--- config.mk ---
export PLATFORM = sky130hd
export DESIGN_NAME = mem_rr_arbiter_flat
export DESIGN_NICKNAME = d
export VERILOG_FILES = /design/src/rtl/mem_rr_arbiter_if.sv /design/src/rtl/mem_rr_arbiter.sv /design/src/flat_wrapper.sv
export SDC_FILE = /design/constraint.sdc
export NUM_CORES = 1
export LEC_CHECK = 0
export CAP_MARGIN = 25
export CORE_MARGIN = 2
export CORE_UTILIZATION = 48
export CTS_CLUSTER_SIZE = 8
export DETAILED_ROUTE_END_ITERATION = 16
export PLACE_DENSITY = 0.77
export SETUP_SLACK_MARGIN = 0.3
export SYNTH_ARGS = -nofsm -noshare
export SYNTH_HDL_FRONTEND = slang
export SYNTH_SLANG_ARGS = --single-unit
--- constraint.sdc ---
create_clock -name clk -period 3 [get_ports clk]
set_clock_uncertainty 0.1 [all_clocks]
set_input_delay 0.3 -clock clk [delete_from_list [all_inputs] [get_ports clk]]
set_output_delay 0.3 -clock clk [all_outputs]
set_load 0.01 [all_outputs]
--- src/rtl/mem_rr_arbiter_if.sv ---
// Requester-side bus for mem_rr_arbiter.
// The lock vector only exists when MEM_ARB_LOCK_EN is defined.
interface mem_rr_arbiter_if #(
  parameter int NREQ  = 4,
  parameter int DEPTH = 4,
  parameter int WIDTH = 8
);
  localparam int AW  = $clog2(DEPTH);
  localparam int IDW = $clog2(NREQ);

  logic [NREQ-1:0]       req;
  logic [NREQ-1:0]       we;
  logic [NREQ*AW-1:0]    addr;
  logic [NREQ*WIDTH-1:0] wdata;
  logic [NREQ-1:0]       gnt;
  logic                  rvalid;
  logic [WIDTH-1:0]      rdata;
  logic [IDW-1:0]        rid;
  logic                  init_busy;
`ifdef MEM_ARB_LOCK_EN
  logic [NREQ-1:0]       lock;
`endif

  modport master (
`ifdef MEM_ARB_LOCK_EN
    output lock,
`endif
    output req, we, addr, wdata,
    input  gnt, rvalid, rdata, rid, init_busy
  );

  modport slave (
`ifdef MEM_ARB_LOCK_EN
    input  lock,
`endif
    input  req, we, addr, wdata,
    output gnt, rvalid, rdata, rid, init_busy
  );
endinterface

--- src/rtl/mem_rr_arbiter.sv ---
// Round-robin arbiter in front of a DEPTH x WIDTH register memory, cleared after reset.
// Define MEM_ARB_LOCK_EN to add exclusive-ownership locking through bus.lock.
//
// state     | meaning
// ST_INIT   | clearing one word per cycle, no grants
// ST_SERVE  | round-robin grant, one access per cycle
// ST_LOCKED | only the lock owner may be granted (MEM_ARB_LOCK_EN only)
module mem_rr_arbiter #(
  parameter int NREQ  = 4,
  parameter int DEPTH = 4,
  parameter int WIDTH = 8
) (
  input  logic clk,
  input  logic rst,
  mem_rr_arbiter_if.slave bus
);
  localparam int AW  = $clog2(DEPTH);
  localparam int IDW = $clog2(NREQ);

  typedef enum logic [1:0] {ST_INIT, ST_SERVE, ST_LOCKED} state_t;

  state_t           state;
  logic [AW-1:0]    cnt;
  logic [IDW-1:0]   ptr;
  logic [WIDTH-1:0] mem [DEPTH];
`ifdef MEM_ARB_LOCK_EN
  logic [IDW-1:0]   owner;
`endif

  logic             rr_any;
  logic [IDW-1:0]   rr_sel;
  logic             acc_any;
  logic [IDW-1:0]   acc_idx;
  logic             acc_we;
  logic [AW-1:0]    acc_addr;
  logic [WIDTH-1:0] acc_wdata;

  function automatic logic [IDW-1:0] ptr_after(input logic [IDW-1:0] i);
    return (int'(i) == NREQ - 1) ? '0 : i + 1'b1;
  endfunction

  // Descending scan so the lowest offset from ptr wins.
  always_comb begin
    int j;
    j      = 0;
    rr_any = 1'b0;
    rr_sel = '0;
    for (int k = NREQ - 1; k >= 0; k--) begin
      j = int'(ptr) + k;
      if (j >= NREQ) j = j - NREQ;
      if (bus.req[j]) begin
        rr_any = 1'b1;
        rr_sel = IDW'(j);
      end
    end
  end

  always_comb begin
    acc_any = 1'b0;
    acc_idx = '0;
    case (state)
      ST_SERVE: begin
        acc_any = rr_any;
        acc_idx = rr_sel;
      end
`ifdef MEM_ARB_LOCK_EN
      // The cycle lock drops is spent leaving the state, not granting.
      ST_LOCKED: begin
        acc_any = bus.req[owner] && bus.lock[owner];
        acc_idx = owner;
      end
`endif
      default: ;
    endcase
  end

  always_comb begin
    bus.gnt = '0;
    if (acc_any) bus.gnt[acc_idx] = 1'b1;
  end

  assign acc_we    = bus.we[acc_idx];
  assign acc_addr  = bus.addr[int'(acc_idx)*AW +: AW];
  assign acc_wdata = bus.wdata[int'(acc_idx)*WIDTH +: WIDTH];

  always_ff @(posedge clk) begin
    if (state == ST_INIT)
      mem[cnt] <= '0;
    else if (acc_any && acc_we)
      mem[acc_addr] <= acc_wdata;
  end

  always_ff @(posedge clk or negedge rst) begin
    if (!rst) begin
      state         <= ST_INIT;
      cnt           <= '0;
      ptr           <= '0;
      bus.rvalid    <= 1'b0;
      bus.rdata     <= '0;
      bus.rid       <= '0;
      bus.init_busy <= 1'b1;
`ifdef MEM_ARB_LOCK_EN
      owner         <= '0;
`endif
    end else begin
      bus.rvalid <= 1'b0;
      if (acc_any && !acc_we) begin
        bus.rdata  <= mem[acc_addr];
        bus.rid    <= acc_idx;
        bus.rvalid <= 1'b1;
      end
      case (state)
        ST_INIT: begin
          cnt <= cnt + 1'b1;
          if (cnt == AW'(DEPTH - 1)) begin
            state         <= ST_SERVE;
            bus.init_busy <= 1'b0;
          end
        end
        ST_SERVE: begin
          if (acc_any) begin
            ptr <= ptr_after(acc_idx);
`ifdef MEM_ARB_LOCK_EN
            if (bus.lock[acc_idx]) begin
              state <= ST_LOCKED;
              owner <= acc_idx;
            end
`endif
          end
        end
`ifdef MEM_ARB_LOCK_EN
        ST_LOCKED: begin
          if (!bus.lock[owner]) begin
            state <= ST_SERVE;
            ptr   <= ptr_after(owner);
          end
        end
`endif
        default: state <= ST_INIT;
      endcase
    end
  end
endmodule

--- src/flat_wrapper.sv ---
// flat-port wrapper written by rule: the top's interface ports become plain ports
module mem_rr_arbiter_flat 
#(
  parameter int NREQ  = 4,
  parameter int DEPTH = 4,
  parameter int WIDTH = 8
)
  (clk, rst, bus_req, bus_we, bus_addr, bus_wdata, bus_gnt, bus_rvalid, bus_rdata, bus_rid, bus_init_busy);
  mem_rr_arbiter_if #(.NREQ(NREQ), .DEPTH(DEPTH), .WIDTH(WIDTH)) bus_i ();
  input  logic clk;
  input  logic rst;
  input wire logic [$bits(bus_i.req)-1:0] bus_req;
  input wire logic [$bits(bus_i.we)-1:0] bus_we;
  input wire logic [$bits(bus_i.addr)-1:0] bus_addr;
  input wire logic [$bits(bus_i.wdata)-1:0] bus_wdata;
  output wire logic [$bits(bus_i.gnt)-1:0] bus_gnt;
  output wire logic [$bits(bus_i.rvalid)-1:0] bus_rvalid;
  output wire logic [$bits(bus_i.rdata)-1:0] bus_rdata;
  output wire logic [$bits(bus_i.rid)-1:0] bus_rid;
  output wire logic [$bits(bus_i.init_busy)-1:0] bus_init_busy;
  assign bus_i.req = bus_req;
  assign bus_i.we = bus_we;
  assign bus_i.addr = bus_addr;
  assign bus_i.wdata = bus_wdata;
  assign bus_gnt = bus_i.gnt;
  assign bus_rvalid = bus_i.rvalid;
  assign bus_rdata = bus_i.rdata;
  assign bus_rid = bus_i.rid;
  assign bus_init_busy = bus_i.init_busy;
  mem_rr_arbiter #(.NREQ(NREQ), .DEPTH(DEPTH), .WIDTH(WIDTH)) u_core (.clk(clk), .rst(rst), .bus(bus_i));
endmodule
==> Implementation_results.wiki <==
{| class="wikitable"
! Metric !! Value
|-
| Run status || finished clean
|-
| Antenna-violating nets left || 0
|-
| Syn Area/Cell || 9.713 um^2
|-
| Rel. slew slack || 43.79%
|-
| Start-to-end type of the worst setup path || reg2reg
|-
| RSZ-0062 raised after global routing || yes
|-
| Launching element type of the critical path || flop
|-
| Tot GR Track Use || 27.56%
|-
| TritonCTS clock tree || done
|-
| Total clock buffers created by CTS || 5
|-
| Fraction of synthesized cell area in xor and xnor cells || 0.2431%
|-
| Number of enable-type register cells in the synthesized netlist || 32
|-
| Worst Hold Class || in2async
|-
| Storage cell area || 0.001389 mm^2
|-
| Crit path required time || 3.14 ns
|-
| Pint || 3540 uW
|-
| Share of synthesized area occupied by flip-flops and latches || 38.51%
|-
| Sequential share of power || 22.6%
|-
| Largest family of logic cells by synthesized area || compound AO/OA/AOI/OAI gates
|-
| Clock root cell || sky130_fd_sc_hd__clkbuf_8
|-
| Async S/R FF share, synth || 34.69%
|-
| X dimension of the die || 90.65 um
|-
| Share of total power in the clock network || 6.3%
|-
| Leading cell type in the layout, fill and taps excluded || sky130_fd_sc_hd__buf_4
|-
| Peak ir drop on the vdd network || 660.5 uV
|-
| Switching share of power || 42.03%
|-
| Time the final worst path needs with I/O delays and setup || 2.965 ns
|-
| IO Count || 66
|-
| Area used by multi-input combinational logic || 0.002325 mm^2
|-
| Diodes inserted || 0
|-
| Maximum number of pins on one net before global-route repair || 19
|-
| Reg clk slew, reported paths || 0.09 ns
|-
| Crit end category || flop
|-
| Flip-flop cell with the highest count after synthesis || sky130_fd_sc_hd__edfxtp_1
|-
| Power Density || 1136 mW/mm^2
|-
| CTS sink cnt || 49
|-
| Number of standard cells after synthesis || 371
|-
| Combinational share of power || 71.2%
|-
| Share of final-layout standard cells stronger than drive strength 1 || 31.84%
|-
| Hpwl dp || 7878 um
|-
| Switching Power || 2567 uW
|-
| Worst r2r path cells || 11
|-
| Initial antenna violation count || 0
|-
| Netlist cell types || 58
|-
| Final std cell area, no fill || 0.005375 mm^2
|-
| Endpoint of the worst-slack reg-to-reg timing path || u_core.bus.rdata[1]$_DFFE_PN0P_
|-
| Max Cap Violations || 0
|-
| Fraction of the cycle the final worst path needs || 98.83%
|-
| Num rows || 31
|-
| Final setup fails || 0
|-
| DP Area || 0.004857 mm^2
|-
| Worst-case register-to-register setup slack || 0.04 ns
|-
| Buffers on Ports || 65
|-
| Area added between synthesis and finish || 49.17%
|-
| H-tree level count || 2
|-
| Synth Area in Simple Gates || 20.10%
|-
| Fin. Hold Viols || 0
|-
| Worst-Skew Late Latency || 0.30 ns
|-
| Filler Cells Inserted || 483
|-
| FMAX || 337.3 MHz
|-
| Arithmetic-cell share of the synthesized area counting full adders, half adders and majority gates || 1.736%
|-
| Average wire length per cell after detail routing || 20.11 um
|-
| Total number of yosys warnings || 0
|-
| Fraction of synthesized area in multiplexers || 9.236%
|-
| Via count || 3,765
|-
| Final estimated routing congestion in global placement || 0.9061
|-
| Vias in the first global route || 3,695
|-
| Core region area || 0.007253 mm^2
|-
| Maximum clock path buffer count || 2
|-
| Largest fanout of any net on the critical path || 7
|-
| Slew at the pin closest to its max-slew limit || 0.8406 ns
|-
| Wire length of the first global-routing pass || 18,400 um
|-
| Post-synth design cell area || 0.003603 mm^2
|-
| Number of synthesized register bits || 49
|-
| Starting utilization of the core area || 49.68%
|-
| Commonest cells after routing, fill and taps aside || sky130_fd_sc_hd__buf_4 (62), sky130_fd_sc_hd__clkdlybuf4s50_1 (58), sky130_fd_sc_hd__nand3_1 (41), sky130_fd_sc_hd__edfxtp_1 (32), sky130_fd_sc_hd__nand2_1 (24)
|-
| Chip Height || 90.65 um
|-
| Total grt overflow || 0
|-
| Final Slew Violations || 0
|-
| Via density per instance || 6.392
|-
| Leakage power total || 0.002093 uW
|-
| Floorplan die area || 0.008217 mm^2
|-
| Total wirelength of the detailed-routed design || 11,840 um
|-
| Compound-gate portion of the synthesized area || 25.03%
|-
| Startpoint of the worst-slack reg-to-reg timing path || u_core.ptr[0]$_DFFE_PN0P_
|-
| Final-stage net count || 544
|-
| Synthesized Nets || 426
|-
| Arrival @ worst endpoint || 3.11 ns
|-
| Initial DRT Pass Iterations || 5
|-
| Setup TNS || 0 ns
|-
| Number of remaining DRC errors || 0
|-
| Number of DRC markers after the initial detailed-route iteration || 275
|}
[state kept, by name (all words and copies together), names as in the netlist]
register,cells
u_core.mem,32
u_core.bus.rdata,8
u_core.bus.rid,2
u_core.cnt,2
u_core.ptr,2
u_core.bus.init_busy,1
u_core.bus.rvalid,1
u_core.state,1
[synth_stat cells (5+ instances only)]
| library cell | n | area (um^2) |
|---|---|---|
| sky130_fd_sc_hd__a211o_1 | 15 | 131.4 |
| sky130_fd_sc_hd__a21oi_1 | 5 | 25.02 |
| sky130_fd_sc_hd__a22o_1 | 12 | 105.1 |
| sky130_fd_sc_hd__a311oi_1 | 21 | 183.9 |
| sky130_fd_sc_hd__and2_1 | 5 | 31.28 |
| sky130_fd_sc_hd__clkbuf_1 | 31 | 116.4 |
| sky130_fd_sc_hd__dfrtp_1 | 16 | 400.4 |
| sky130_fd_sc_hd__edfxtp_1 | 32 | 960.9 |
| sky130_fd_sc_hd__ha_1 | 5 | 62.56 |
| sky130_fd_sc_hd__inv_1 | 7 | 26.28 |
| sky130_fd_sc_hd__mux2_1 | 6 | 67.56 |
| sky130_fd_sc_hd__mux4_2 | 8 | 180.2 |
| sky130_fd_sc_hd__nand2_1 | 25 | 93.84 |
| sky130_fd_sc_hd__nand3_1 | 42 | 210.2 |
| sky130_fd_sc_hd__nand4_1 | 14 | 87.58 |
| sky130_fd_sc_hd__nor2_1 | 17 | 63.81 |
| sky130_fd_sc_hd__nor2b_1 | 9 | 56.30 |
| sky130_fd_sc_hd__o211ai_1 | 16 | 120.1 |
| sky130_fd_sc_hd__o21ai_0 | 12 | 60.06 |
| sky130_fd_sc_hd__o21ai_1 | 5 | 25.02 |
[power by group through the flow]
| stage | combinational, uW | clock, uW | sequential, uW |
|---|---|---|---|
| finish | 4350 | 382 | 1380 |
| global route | 4610 | 408 | 1400 |
| CTS | 3870 | 380 | 1360 |
| detailed placement | 3380 | 0 | 1370 |
| global placement | 3270 | 0 | 1350 |
| floorplan | 2090 | 0 | 1300 |
[layer usage]
layer | GRT usage, % | wire (um)
met4 | 5.256 | 109
met3 | 3.005 | 907
met2 | 49.75 | 6132
met5 | 0 | 0
met1 | 35.89 | 4694
[cells by family after synthesis]
| family | after synthesis |
|---|---|
| buffers and inverters | 46 |
| adder cells (fa/ha/maj) | 5 |
| flip-flops | 49 |
| multiplexers | 22 |
| AND/OR/NAND/NOR | 133 |
| AO/OA/AOI/OAI | 115 |
| XOR/XNOR | 1 |
[final cells by class]
cell class	count	area share (%)
tap	99	2.304
inverter	8	0.6983
timing repair buffer	149	26.35
multi-input combinational	276	43.25
sequential	49	25.84
clock buffer	7	1.420
clock inverter	1	0.1397
[worst max-delay path, stage by stage (launching register included)]
cell and delay [ns]:
sky130_fd_sc_hd__dfrtp_2 0.45, sky130_fd_sc_hd__nor3b_4 0.17, sky130_fd_sc_hd__buf_4 0.13, sky130_fd_sc_hd__buf_4 0.13, sky130_fd_sc_hd__nor4_4 0.20, sky130_fd_sc_hd__buf_4 0.18
sky130_fd_sc_hd__a21oi_2 0.09, sky130_fd_sc_hd__o211ai_1 0.40, sky130_fd_sc_hd__buf_4 0.23, sky130_fd_sc_hd__nand3_1 0.08, sky130_fd_sc_hd__a311oi_1 0.50, sky130_fd_sc_hd__mux2_2 0.25
[worst max path at each step]
stage	from	end	slack [ns]	cells after the start
5_1_grt	u_core.ptr[0]$_DFFE_PN0P_	u_core.mem[3][7]$_DFFE_PP_	-0.02	9
3_3_place_gp	bus_req[1]	bus_gnt[0]	-0.35	9
2_1_floorplan	u_core.ptr[0]$_DFFE_PN0P_	u_core.mem[1][0]$_DFFE_PP_	0.19	9
4_1_cts	u_core.ptr[0]$_DFFE_PN0P_	u_core.mem[3][3]$_DFFE_PP_	0.07	9
3_5_place_dp	bus_req[1]	u_core.mem[3][6]$_DFFE_PP_	-0.43	9
6_report	u_core.ptr[0]$_DFFE_PN0P_	u_core.bus.rdata[1]$_DFFE_PN0P_	0.04	11
[metrics by stage]
stage	std cells	setup WS [ns]	hold WS, ns	total power, uW	utilization [%]
after floorplan	371	0.1938	-0.09559	3395	-
after detailed placement	560	-0.4263	0.3759	4747	66.97
after global placement	560	-0.3494	0.3706	4618	66.97
after CTS	585	0.06528	0.3886	5611	71.78
final	589	0.03525	0.3694	6107	74.11
after global routing	589	-0.01837	0.3953	6413	74.11
[what timing repair did]
item	CTS	global route
hold buffers	0	0
endpoints found under the hold margin	0	0
setup buffers	17	4
endpoints found under the setup margin	79	79
gates resized for setup	57	31
pin swaps	13	5
Power figures use the tool's default switching activity.
